File: src/rtl/clock_frame_pkg.sv
// Shared types and frame packing for the clock-number serial link.
package clock_frame_pkg;

  localparam int FRAME_BITS = 96;

  typedef logic [3:0]       clock_num_t;
  typedef clock_num_t [11:0] clock_nums_t;

  typedef enum logic [2:0] {
    IDLE,
    SETUP,
    HIGH,
    LOW,
    HOLD,
    DONE
  } tx_state_t;

  // nums[0] (1 o'clock) lands in the first byte on the wire, upper nibble zero
  function automatic logic [FRAME_BITS-1:0] pack_frame(input clock_nums_t n);
    logic [FRAME_BITS-1:0] f;
    f = '0;
    for (int i = 0; i < 12; i++)
      f[FRAME_BITS-1-8*i -: 8] = {4'h0, n[i]};
    return f;
  endfunction

endpackage

File: src/rtl/clock_frame_tx_if.sv
// Frame request and SPI-side signals of clock_frame_tx; cs_n only under CLOCK_FRAME_TX_CS_EN.
interface clock_frame_tx_if;
  import clock_frame_pkg::*;

  logic        start;
  clock_nums_t nums;
  logic        sck;
  logic        sdo;
  logic        busy;
  logic        done;
`ifdef CLOCK_FRAME_TX_CS_EN
  logic        cs_n;
`endif

  modport master (
    input  start, nums,
`ifdef CLOCK_FRAME_TX_CS_EN
    output cs_n,
`endif
    output sck, sdo, busy, done
  );

  modport slave (
    output start, nums,
`ifdef CLOCK_FRAME_TX_CS_EN
    input  cs_n,
`endif
    input  sck, sdo, busy, done
  );

endinterface

File: src/rtl/clock_frame_tx_phase.sv
// Half-period timer: counts 0..CLK_DIV-1 and strobes phase_end on the last count.
module clock_frame_tx_phase #(
  parameter int unsigned CLK_DIV = 24
) (
  input  logic clk,
  input  logic reset,
  input  logic clr,
  output logic phase_end
);

  localparam logic [7:0] LAST = 8'(CLK_DIV - 1);

  logic [7:0] cnt_q, cnt_d;

  always_comb begin
    phase_end = !clr && (cnt_q == LAST);
    cnt_d     = cnt_q + 8'd1;
    if (clr || phase_end) cnt_d = 8'd0;
  end

  always_ff @(posedge clk or negedge reset) begin
    if (!reset) cnt_q <= 8'd0;
    else        cnt_q <= cnt_d;
  end

endmodule

File: src/rtl/clock_frame_tx.sv
// SPI-mode-0 transmitter for the 96-bit clock-number frame, MSB first.
// Optional chip select enabled by CLOCK_FRAME_TX_CS_EN.
module clock_frame_tx
  import clock_frame_pkg::*;
#(
  parameter int unsigned CLK_DIV     = 24,
  parameter int unsigned FRAME_BYTES = 12
) (
  input  logic             clk,
  input  logic             reset,
  clock_frame_tx_if.master bus
);

  localparam logic [6:0] LAST_BIT = 7'(FRAME_BYTES * 8);

  tx_state_t             state_q, state_d;
  logic [FRAME_BITS-1:0] frame_q, frame_d;
  logic [FRAME_BITS-1:0] packed_nums;
  logic [6:0]            bit_cnt_q, bit_cnt_d;
  logic                  sck_q, sck_d;
  logic                  sdo_q, sdo_d;
  logic                  busy_q, busy_d;
  logic                  done_q, done_d;
  logic                  cs_n_q, cs_n_d;
  logic                  phase_end;
  logic                  phase_clr;

  assign packed_nums = pack_frame(bus.nums);
  // timer sits at zero outside a frame so SETUP always gets a full half-period
  assign phase_clr   = (state_q == IDLE) || (state_q == DONE);

  clock_frame_tx_phase #(.CLK_DIV(CLK_DIV)) u_phase (
    .clk       (clk),
    .reset     (reset),
    .clr       (phase_clr),
    .phase_end (phase_end)
  );

  always_comb begin
    state_d   = state_q;
    frame_d   = frame_q;
    bit_cnt_d = bit_cnt_q;
    sck_d     = sck_q;
    sdo_d     = sdo_q;
    busy_d    = busy_q;
    done_d    = done_q;
    cs_n_d    = cs_n_q;
    case (state_q)
      IDLE: begin
        if (bus.start) begin
          state_d   = SETUP;
          frame_d   = packed_nums;
          bit_cnt_d = 7'd0;
          sdo_d     = packed_nums[FRAME_BITS-1];
          busy_d    = 1'b1;
          cs_n_d    = 1'b0;
        end
      end
      SETUP, LOW: begin
        if (phase_end) begin
          state_d = HIGH;
          sck_d   = 1'b1;
        end
      end
      HIGH: begin
        if (phase_end) begin
          sck_d     = 1'b0;
          bit_cnt_d = bit_cnt_q + 7'd1;
          if (bit_cnt_d == LAST_BIT) begin
            state_d = HOLD;
          end else begin
            // next bit goes out together with the falling sck edge
            state_d = LOW;
            frame_d = {frame_q[FRAME_BITS-2:0], 1'b0};
            sdo_d   = frame_q[FRAME_BITS-2];
          end
        end
      end
      HOLD: begin
        if (phase_end) begin
          state_d = DONE;
          sdo_d   = 1'b0;
          busy_d  = 1'b0;
          done_d  = 1'b1;
          cs_n_d  = 1'b1;
        end
      end
      DONE: begin
        state_d = IDLE;
        done_d  = 1'b0;
      end
      default: state_d = IDLE;
    endcase
  end

  always_ff @(posedge clk or negedge reset) begin
    if (!reset) begin
      state_q   <= IDLE;
      frame_q   <= '0;
      bit_cnt_q <= 7'd0;
      sck_q     <= 1'b0;
      sdo_q     <= 1'b0;
      busy_q    <= 1'b0;
      done_q    <= 1'b0;
      cs_n_q    <= 1'b1;
    end else begin
      state_q   <= state_d;
      frame_q   <= frame_d;
      bit_cnt_q <= bit_cnt_d;
      sck_q     <= sck_d;
      sdo_q     <= sdo_d;
      busy_q    <= busy_d;
      done_q    <= done_d;
      cs_n_q    <= cs_n_d;
    end
  end

  assign bus.sck  = sck_q;
  assign bus.sdo  = sdo_q;
  assign bus.busy = busy_q;
  assign bus.done = done_q;
`ifdef CLOCK_FRAME_TX_CS_EN
  assign bus.cs_n = cs_n_q;
`else
  logic unused_cs;
  assign unused_cs = cs_n_q;
`endif

endmodule

File: src/flat_wrapper.sv
// flat-port wrapper written by rule: the top's interface ports become plain ports
module clock_frame_tx_flat import clock_frame_pkg::*;
#(
  parameter int unsigned CLK_DIV     = 24,
  parameter int unsigned FRAME_BYTES = 12
)
  (clk, reset, bus_start, bus_nums, bus_sck, bus_sdo, bus_busy, bus_done);
  clock_frame_tx_if bus_i ();
  input  logic clk;
  input  logic reset;
  input wire logic [$bits(bus_i.start)-1:0] bus_start;
  input wire logic [$bits(bus_i.nums)-1:0] bus_nums;
  output wire logic [$bits(bus_i.sck)-1:0] bus_sck;
  output wire logic [$bits(bus_i.sdo)-1:0] bus_sdo;
  output wire logic [$bits(bus_i.busy)-1:0] bus_busy;
  output wire logic [$bits(bus_i.done)-1:0] bus_done;
  assign bus_i.start = bus_start;
  assign bus_i.nums = bus_nums;
  assign bus_sck = bus_i.sck;
  assign bus_sdo = bus_i.sdo;
  assign bus_busy = bus_i.busy;
  assign bus_done = bus_i.done;
  clock_frame_tx #(.CLK_DIV(CLK_DIV), .FRAME_BYTES(FRAME_BYTES)) u_core (.clk(clk), .reset(reset), .bus(bus_i));
endmodule
File: config.mk
export PLATFORM = sky130hd
export DESIGN_NAME = clock_frame_tx_flat
export DESIGN_NICKNAME = d
export VERILOG_FILES = /design/src/rtl/clock_frame_pkg.sv /design/src/rtl/clock_frame_tx_if.sv /design/src/rtl/clock_frame_tx_phase.sv /design/src/rtl/clock_frame_tx.sv /design/src/flat_wrapper.sv
export SDC_FILE = /design/constraint.sdc
export NUM_CORES = 1
export LEC_CHECK = 0
export ABC_AREA = 1
export CAP_MARGIN = 15
export CORE_MARGIN = 2
export CORE_UTILIZATION = 40
export DETAILED_ROUTE_END_ITERATION = 12
export DONT_BUFFER_PORTS = 1
export GPL_TIMING_DRIVEN = 1
export PLACE_DENSITY = 0.57
export SKIP_CTS_REPAIR_TIMING = 1
export SLEW_MARGIN = 20
export SYNTH_ARGS = -nofsm -noshare
export SYNTH_HDL_FRONTEND = slang
export SYNTH_HIERARCHICAL = 1
export SYNTH_SLANG_ARGS = --single-unit
File: constraint.sdc
create_clock -name clk -period 3.4 [get_ports clk]
set_input_delay 0.34 -clock clk [delete_from_list [all_inputs] [get_ports clk]]
set_output_delay 0.34 -clock clk [all_outputs]
set_load 0.01 [all_outputs]
; ---- Yosys cells after proc, flatten, opt, wreduce, memory -nomap -nowiden
; Cells that the tools add are included.
[classes]
addsub = 2
eq_ne = 12
muxes = 24
reduce_logical = 18
[ops]
columns = operator, count
row1 = 95-bit two-way mux, 3
row2 = 95-bit case mux with 2 select lines, 1
row3 = 3-bit two-way mux, 5
row4 = 7-bit two-way mux, 2
row5 = 7-bit case mux with 2 select lines, 1
row6 = 3-bit case mux with 4 select lines, 1
row7 = 3-bit AND reduction, 3
row8 = 8-bit by 1-bit adder with 8-bit output (second input constant), 1
row9 = 8-bit by 5-bit equality test with 1-bit output (second input constant), 1
row10 = 8-bit two-way mux, 1
row11 = 4-bit AND reduction, 2
row12 = 2-bit nonzero test, 4
row13 = 7-bit by 1-bit adder with 7-bit output (second input constant), 1
row14 = 7-bit equality test (second input constant), 1
row15 = 3-bit by 2-bit equality test with 1-bit output (second input constant), 2
row16 = 3-bit equality test (second input constant), 2
row17 = 1-bit two-way mux, 6
row18 = 2-bit by 1-bit != test with 1-bit output (second input constant), 3
row19 = 1-bit case mux with 2 select lines, 3
row20 = 5-bit AND reduction, 1
row21 = 2-bit != test (second input constant), 2
row22 = 3-bit by 1-bit equality test with 1-bit output (second input constant), 1
row23 = 3-bit zero test, 1
row24 = 1-bit case mux with 3 select lines, 1
row25 = other kinds (6), 7
[word_totals]
regBits = 117
in_bits = 51
output_inout_bits = 4
word_cells = 64

; ---- Logic depth before layout (Yosys ltp)
[depth]
word_depth = 6
mapped_depth = 14
ltp_nobuf = 12

; ---- Hierarchy
; Netlist, hierarchy kept.
[by_module_without_submodules]
columns = mod, n_inst, cells_per_inst, area_each_um2, seq_area_each_um2
row1 = clock_frame_tx, 1, 770, 5467.7, 2727.6
row2 = clock_frame_tx_phase, 1, 53, 422.9, 200.2

; ---- Worst setup path after synthesis
; OpenSTA, ideal clock, no wires.
[synth_path]
path_kind = register to register
startpoint = register u_core.state_q[1]
endpoint = register u_core.sdo_q, in the netlist u_core/bus.sdo
setup_ps = 117
arrival_time_ps = 1811
required_ps = 3283
slack_ps = 1472
path_stages_with_launch = 11
n_path_buf = 0
cell_sequence = dfrtp_1 inv_1 nand2_1 nor2_1 or2_2 nor2_1 o21ai_0 a211oi_1 nand2_1 nand2_1 nand2_1
[synth_between]
elab_chain_cells = 6
elab_cells_between_ends = 14
classes_between = eq/ne (7) / mux (1) / reduce/logical (6)
[synth_rtl]
columns = item, line
row1 = start: declaration, clock_frame_tx.sv:16  ; tx_state_t state_q, state_d;
row2 = start signal: assignment, clock_frame_tx.sv:107  ; state_q <= state_d;
row3 = 3-bit equality test or 3-bit zero test (tied branches), clock_frame_tx.sv:30  ; assign phase_clr = (state_q == IDLE) || (state_q == DONE);
row4 = 1-bit logical OR *, clock_frame_tx.sv:30
row5 = via u_core.phase_clr, clock_frame_tx.sv:26  ; logic phase_clr;
row6 = 1-bit zero test *, clock_frame_tx_phase.sv:16  ; phase_end = !clr && (cnt_q == LAST);
row7 = 1-bit logical AND *, clock_frame_tx_phase.sv:16
row8 = via u_core.phase_end, clock_frame_tx.sv:25  ; logic phase_end;
row9 = 2-bit by 1-bit != test with 1-bit output (no source line), -
row10 = 5-bit AND reduction (no source line) *, -
row11 = end signal: assignment, clock_frame_tx.sv:111  ; sdo_q <= sdo_d;
row12 = end: declaration, clock_frame_tx.sv:21  ; logic sdo_q, sdo_d;
; Mark *: on every way through the listed nets, which the timed path passes. The rest lies on a longest branch.
; A chain may end at the register's enable or synchronous reset.

; ---- Worst setup path after layout
[layout_path]
startpoint = register u_core.u_phase.cnt_q[0]
endpoint = register u_core.frame_q[72]
[layout_between]
elab_chain_cells = 4
[layout_rtl]
columns = item, line
row1 = start: declaration, clock_frame_tx_phase.sv:13  ; logic [7:0] cnt_q, cnt_d;
row2 = start signal: assignment, clock_frame_tx_phase.sv:23  ; else cnt_q <= cnt_d;
row3 = 8-bit by 5-bit equality test with 1-bit output, clock_frame_tx_phase.sv:16
row4 = 1-bit logical AND, clock_frame_tx_phase.sv:16
row5 = via u_core.phase_end, clock_frame_tx.sv:25
row6 = 2-bit by 1-bit != test with 1-bit output (no source line), -
row7 = 4-bit AND reduction (no source line), -
row8 = end signal: assignment, clock_frame_tx.sv:108  ; frame_q <= frame_d;
row9 = end: declaration, clock_frame_tx.sv:17  ; logic [FRAME_BITS-1:0] frame_q, frame_d;
; The timed path passes the listed nets, and every way through them passes these cells.

==> impl_summary.log <==
INFO  metric synth.avg_cell_area = approximately 7 um^2
INFO  metric flow.area_growth_from_synthesis = 12.23%
INFO  metric crit_type = register to register
INFO  metric outcome = finished, final reports clean
INFO  metric final.setup.tns = 0 ps
INFO  metric drc = 0
INFO  metric antennaDiodeCount = 0
INFO  metric cts_tree = done
INFO  metric power.density = 827.7 nW/um^2
INFO  metric holdCritStartpoint = bus_nums[44]
INFO  metric die_w = about 130 um
INFO  metric final_nets = approximately 860
INFO  metric timing.final.crit_period = around 2400 ps
INFO  metric synth_area = ~5900 um^2
INFO  metric crit_top_cell = sky130_fd_sc_hd__nand2_1
INFO  metric share_of_final_layout_standard_cells_stronger_than_drive_strength_1 = roughly 6.4%
INFO  metric length_in_cells_of_the_worst_reg_to_reg_path = 11
INFO  metric tightest_slew = between 800 and 900 ps
INFO  metric initial_standard_cell_utilization_of_the_core = slightly above 40%
INFO  metric comb_power_share = between 20% and 30%
INFO  metric crit_slowest_cell = sky130_fd_sc_hd__dfrtp_1
INFO  metric path_buf_inv = 2
INFO  metric worstReg2RegEnd = u_core/frame_q[72]$_DFFE_PN0P_
INFO  metric htree_levels = 4
INFO  metric placedCellCount = 968
INFO  metric crit_chain = ha_1 > nand2_2 > nor2_1 > nand2_1 > nor2_1 > o21ai_0 > clkinv_2 > nand2_4 > buf_12 > nand2_1 > nand2_1
INFO  metric min_to = u_core/frame_q[0]$_DFFE_PN0P_
INFO  metric final_max_slew_viol_count = 0
INFO  metric holdCritPathClass = primary input to register
INFO  metric detail_route.iter0.violations = 382
INFO  metric grt_util_all_layers = about 17%
INFO  metric postSynthNetCount = between 800 and 900
INFO  metric viasPerCell = ~5
INFO  metric top_usage_layer = met2
INFO  metric ant_nets = 0
INFO  metric grt_util_met2 = between 20% and 30%
INFO  metric postPlaceCellArea = roughly 6000 um^2
INFO  metric top_level_ports = 55
INFO  metric max_clock_freq = approximately 0.42 GHz
INFO  metric report.final.hold_viol_count = 0
INFO  metric fraction_of_the_cycle_the_final_worst_path_needs = a little over two thirds
INFO  metric synthesis.yosys.warnings = 6
INFO  metric sequentialPowerShare = 37.0%
INFO  metric yosys_register_bits = around 120
INFO  metric globalplace.congestion = ~0.82
INFO  metric design_area = between 6000 and 7000 um^2
INFO  metric design.die.area = 15710 um^2
INFO  metric slew_headroom = 45.15%
INFO  metric grt_first_pass_wirelength = about 22000 um
INFO  metric antenna_found_initial = 0
INFO  metric final_common_cell = sky130_fd_sc_hd__nand2_1
INFO  metric cts_root_buffer = sky130_fd_sc_hd__clkbuf_16
INFO  metric cellInternalPower = around 3.5 mW
INFO  metric synthCells = just over 800
INFO  metric startpoint_type = register
INFO  metric final.setup_skew = approximately 6.6 ps
INFO  metric first_pass_iters = 4
INFO  metric worstPathMaxFanout = 76
INFO  metric use_met1 = a little over a fifth
INFO  metric grt.overflow.total = 0
INFO  metric reg2reg_from = u_core/u_phase/cnt_q[0]$_DFF_PN0_
INFO  metric cp.required = about 3800 ps
INFO  metric wl = between 10000 and 15000 um
INFO  metric unrepaired_setup_endpoints_after_global_routing = no
INFO  metric core_region_area = roughly 14000 um^2
INFO  metric commonest_cells_after_routing_fill_and_taps_aside = 370 x sky130_fd_sc_hd__nand2_1, 117 x sky130_fd_sc_hd__dfrtp_1, 106 x sky130_fd_sc_hd__nand3_1
INFO  metric worst_setup_slack_for_register_to_register_paths = just over 1000 ps
INFO  metric route.detailed.wl_per_inst = approximately 12 um
INFO  metric synth_seq_area_share = between 40% and 50%
INFO  metric finalSetupViolCount = 0
INFO  metric timing.critical_path.arrival = 2720 ps
INFO  metric critical_path.max_stage_delay = around 400 ps
INFO  metric hold-path-cell-count = 4
INFO  metric cts.path.max_buffers = 2
INFO  metric switch_share = between 30% and 40%
INFO  metric grt_start_max_net_pins = 118
INFO  metric fp.dieH = roughly 130 um
INFO  metric cts_inserted_buffers = 17
INFO  metric worst_setup_end_kind = register
INFO  metric peak_supply_drop = roughly 0.00038 V
INFO  metric input_output_buffers = 0
INFO  metric worstSkewPairLatency = ~420 ps
INFO  metric net-switching-power = 2.011 mW
INFO  metric timing.critical_path.max_delay_family = simple AND/OR/NAND/NOR gates
INFO  metric cts_sinks = roughly 120
INFO  metric max_cap_viol_count = 0
INFO  metric detailed_place_hpwl = slightly above 7000 um
INFO  metric synth_cell_types = 27
INFO  metric cellLeakagePower = roughly 3.5 nW
INFO  metric clkPwrFrac = 33.2%
INFO  metric non_filler_instance_count_after_layout = 1001
INFO  metric row_count = 44
INFO  metric grt.met3_usage = 5.092%
INFO  metric cts.reportedPaths.clkPinSlew = ~50 ps
INFO  metric first_global_vias = between 4000 and 5000
INFO  metric detailroute.via_count = between 4000 and 5000
-- routing by layer --
metal / wire length [um] / part of all wire, %
met5: 0 / 0
met3: 487 / 3.9
met2: 5775 / 46
met1: 5961 / 48
met4: 280 / 2.2
-- state kept, by name (all words and copies together), names as in the netlist --
register              cells
u_core/bit_cnt_q          7
u_core/bus.busy           1
u_core/bus.done           1
u_core/bus.sck            1
u_core/bus.sdo            1
u_core/frame_q           95
u_core/state_q            3
u_core/u_phase/cnt_q      8
-- worst reg2reg max path, delay by kind of cell (launching register included) --
kind | cells | cell delay, ps
buffers and inverters | 2 | 500
DFF | 1 | 400
and+or+nand+nor | 7 | 840
adders and majority gates | 1 | 250
AOI/OAI and AO/OA | 1 | 320
-- cell usage after synthesis (all sizes together) --
library cell  count  area (um^2)
o21bai            1        7.510
nor3              2        10.01
a21oi             2        10.01
xnor2             1        8.760
or2               1        6.260
ha                2        25.02
o21ai            14        70.07
nand2           376         1431
inv              74        277.8
o22ai             1        6.260
nand3b            1        7.510
clkbuf           20        75.07
buf              25        161.4
dfrtp           117         2928
xor2              3        26.28
nor2             75        291.5
a211oi            1        7.510
nand3           107        540.5
-- kinds of logic (layout without fill, tap and decap cells) --
group	Yosys count	count (layout)	synth area share (%)
compound gates	19	19	1.721
fa+ha+maj	2	2	0.4247
buf+inv	119	113	8.730
xor+xnor	4	4	0.5948
flops	117	117	49.70
simple gates	562	562	38.83
-- area by class of cell --
cell class,instances,area (um^2)
Clock buffer,22,474.2
Clock inverter,9,126.4
Fill cell,1464,7868
Inverter,74,279.0
Multi-Input combinational cell,587,2466
Sequential cell,117,2928
Tap cell,184,230.2
Timing Repair Buffer,8,107.6
-- worst max path at each step --
| stage | depth (start not counted) | start | slack [ps] | to |
|---|---|---|---|---|
| after floorplan | 10 | u_core/state_q[1]$_DFFE_PN0P_ | 1470 | u_core/bus.sdo$_DFFE_PN0P_ |
| final | 11 | u_core/u_phase/cnt_q[0]$_DFF_PN0_ | 1020 | u_core/frame_q[72]$_DFFE_PN0P_ |
| after CTS | 11 | u_core/state_q[1]$_DFFE_PN0P_ | 1030 | u_core/frame_q[68]$_DFFE_PN0P_ |
| after global routing | 12 | u_core/bit_cnt_q[0]$_DFFE_PN0P_ | 810 | u_core/frame_q[84]$_DFFE_PN0P_ |
| after global placement | 11 | u_core/u_phase/cnt_q[0]$_DFF_PN0_ | 1090 | u_core/frame_q[38]$_DFFE_PN0P_ |
| after detailed placement | 11 | u_core/state_q[1]$_DFFE_PN0P_ | 1040 | u_core/frame_q[68]$_DFFE_PN0P_ |
-- power groups by stage --
stage / Sequential (mW) / Combinational (mW) / Clock [mW]
after detailed placement: 2.04 / 1.62 / 0
after floorplan: 1.99 / 1.35 / 0
after CTS: 2.03 / 1.62 / 1.87
after global placement: 2.03 / 1.57 / 0
final: 2.03 / 1.63 / 1.82
after global routing: 2.08 / 1.88 / 1.92
-- stage by stage --
stage	worst slack, ps	utilization, %	power, mW	hold slack [ps]
floorplan	1472	-	3.343	44.41
global placement	1085	41.25	3.603	52.81
detailed placement	1038	41.25	3.662	52.46
CTS	1026	45.40	5.513	-399.2
global route	808.0	45.66	5.890	167.0
finish	1023	45.66	5.472	151.8
No activity file was read; power rests on OpenSTA's default activity.
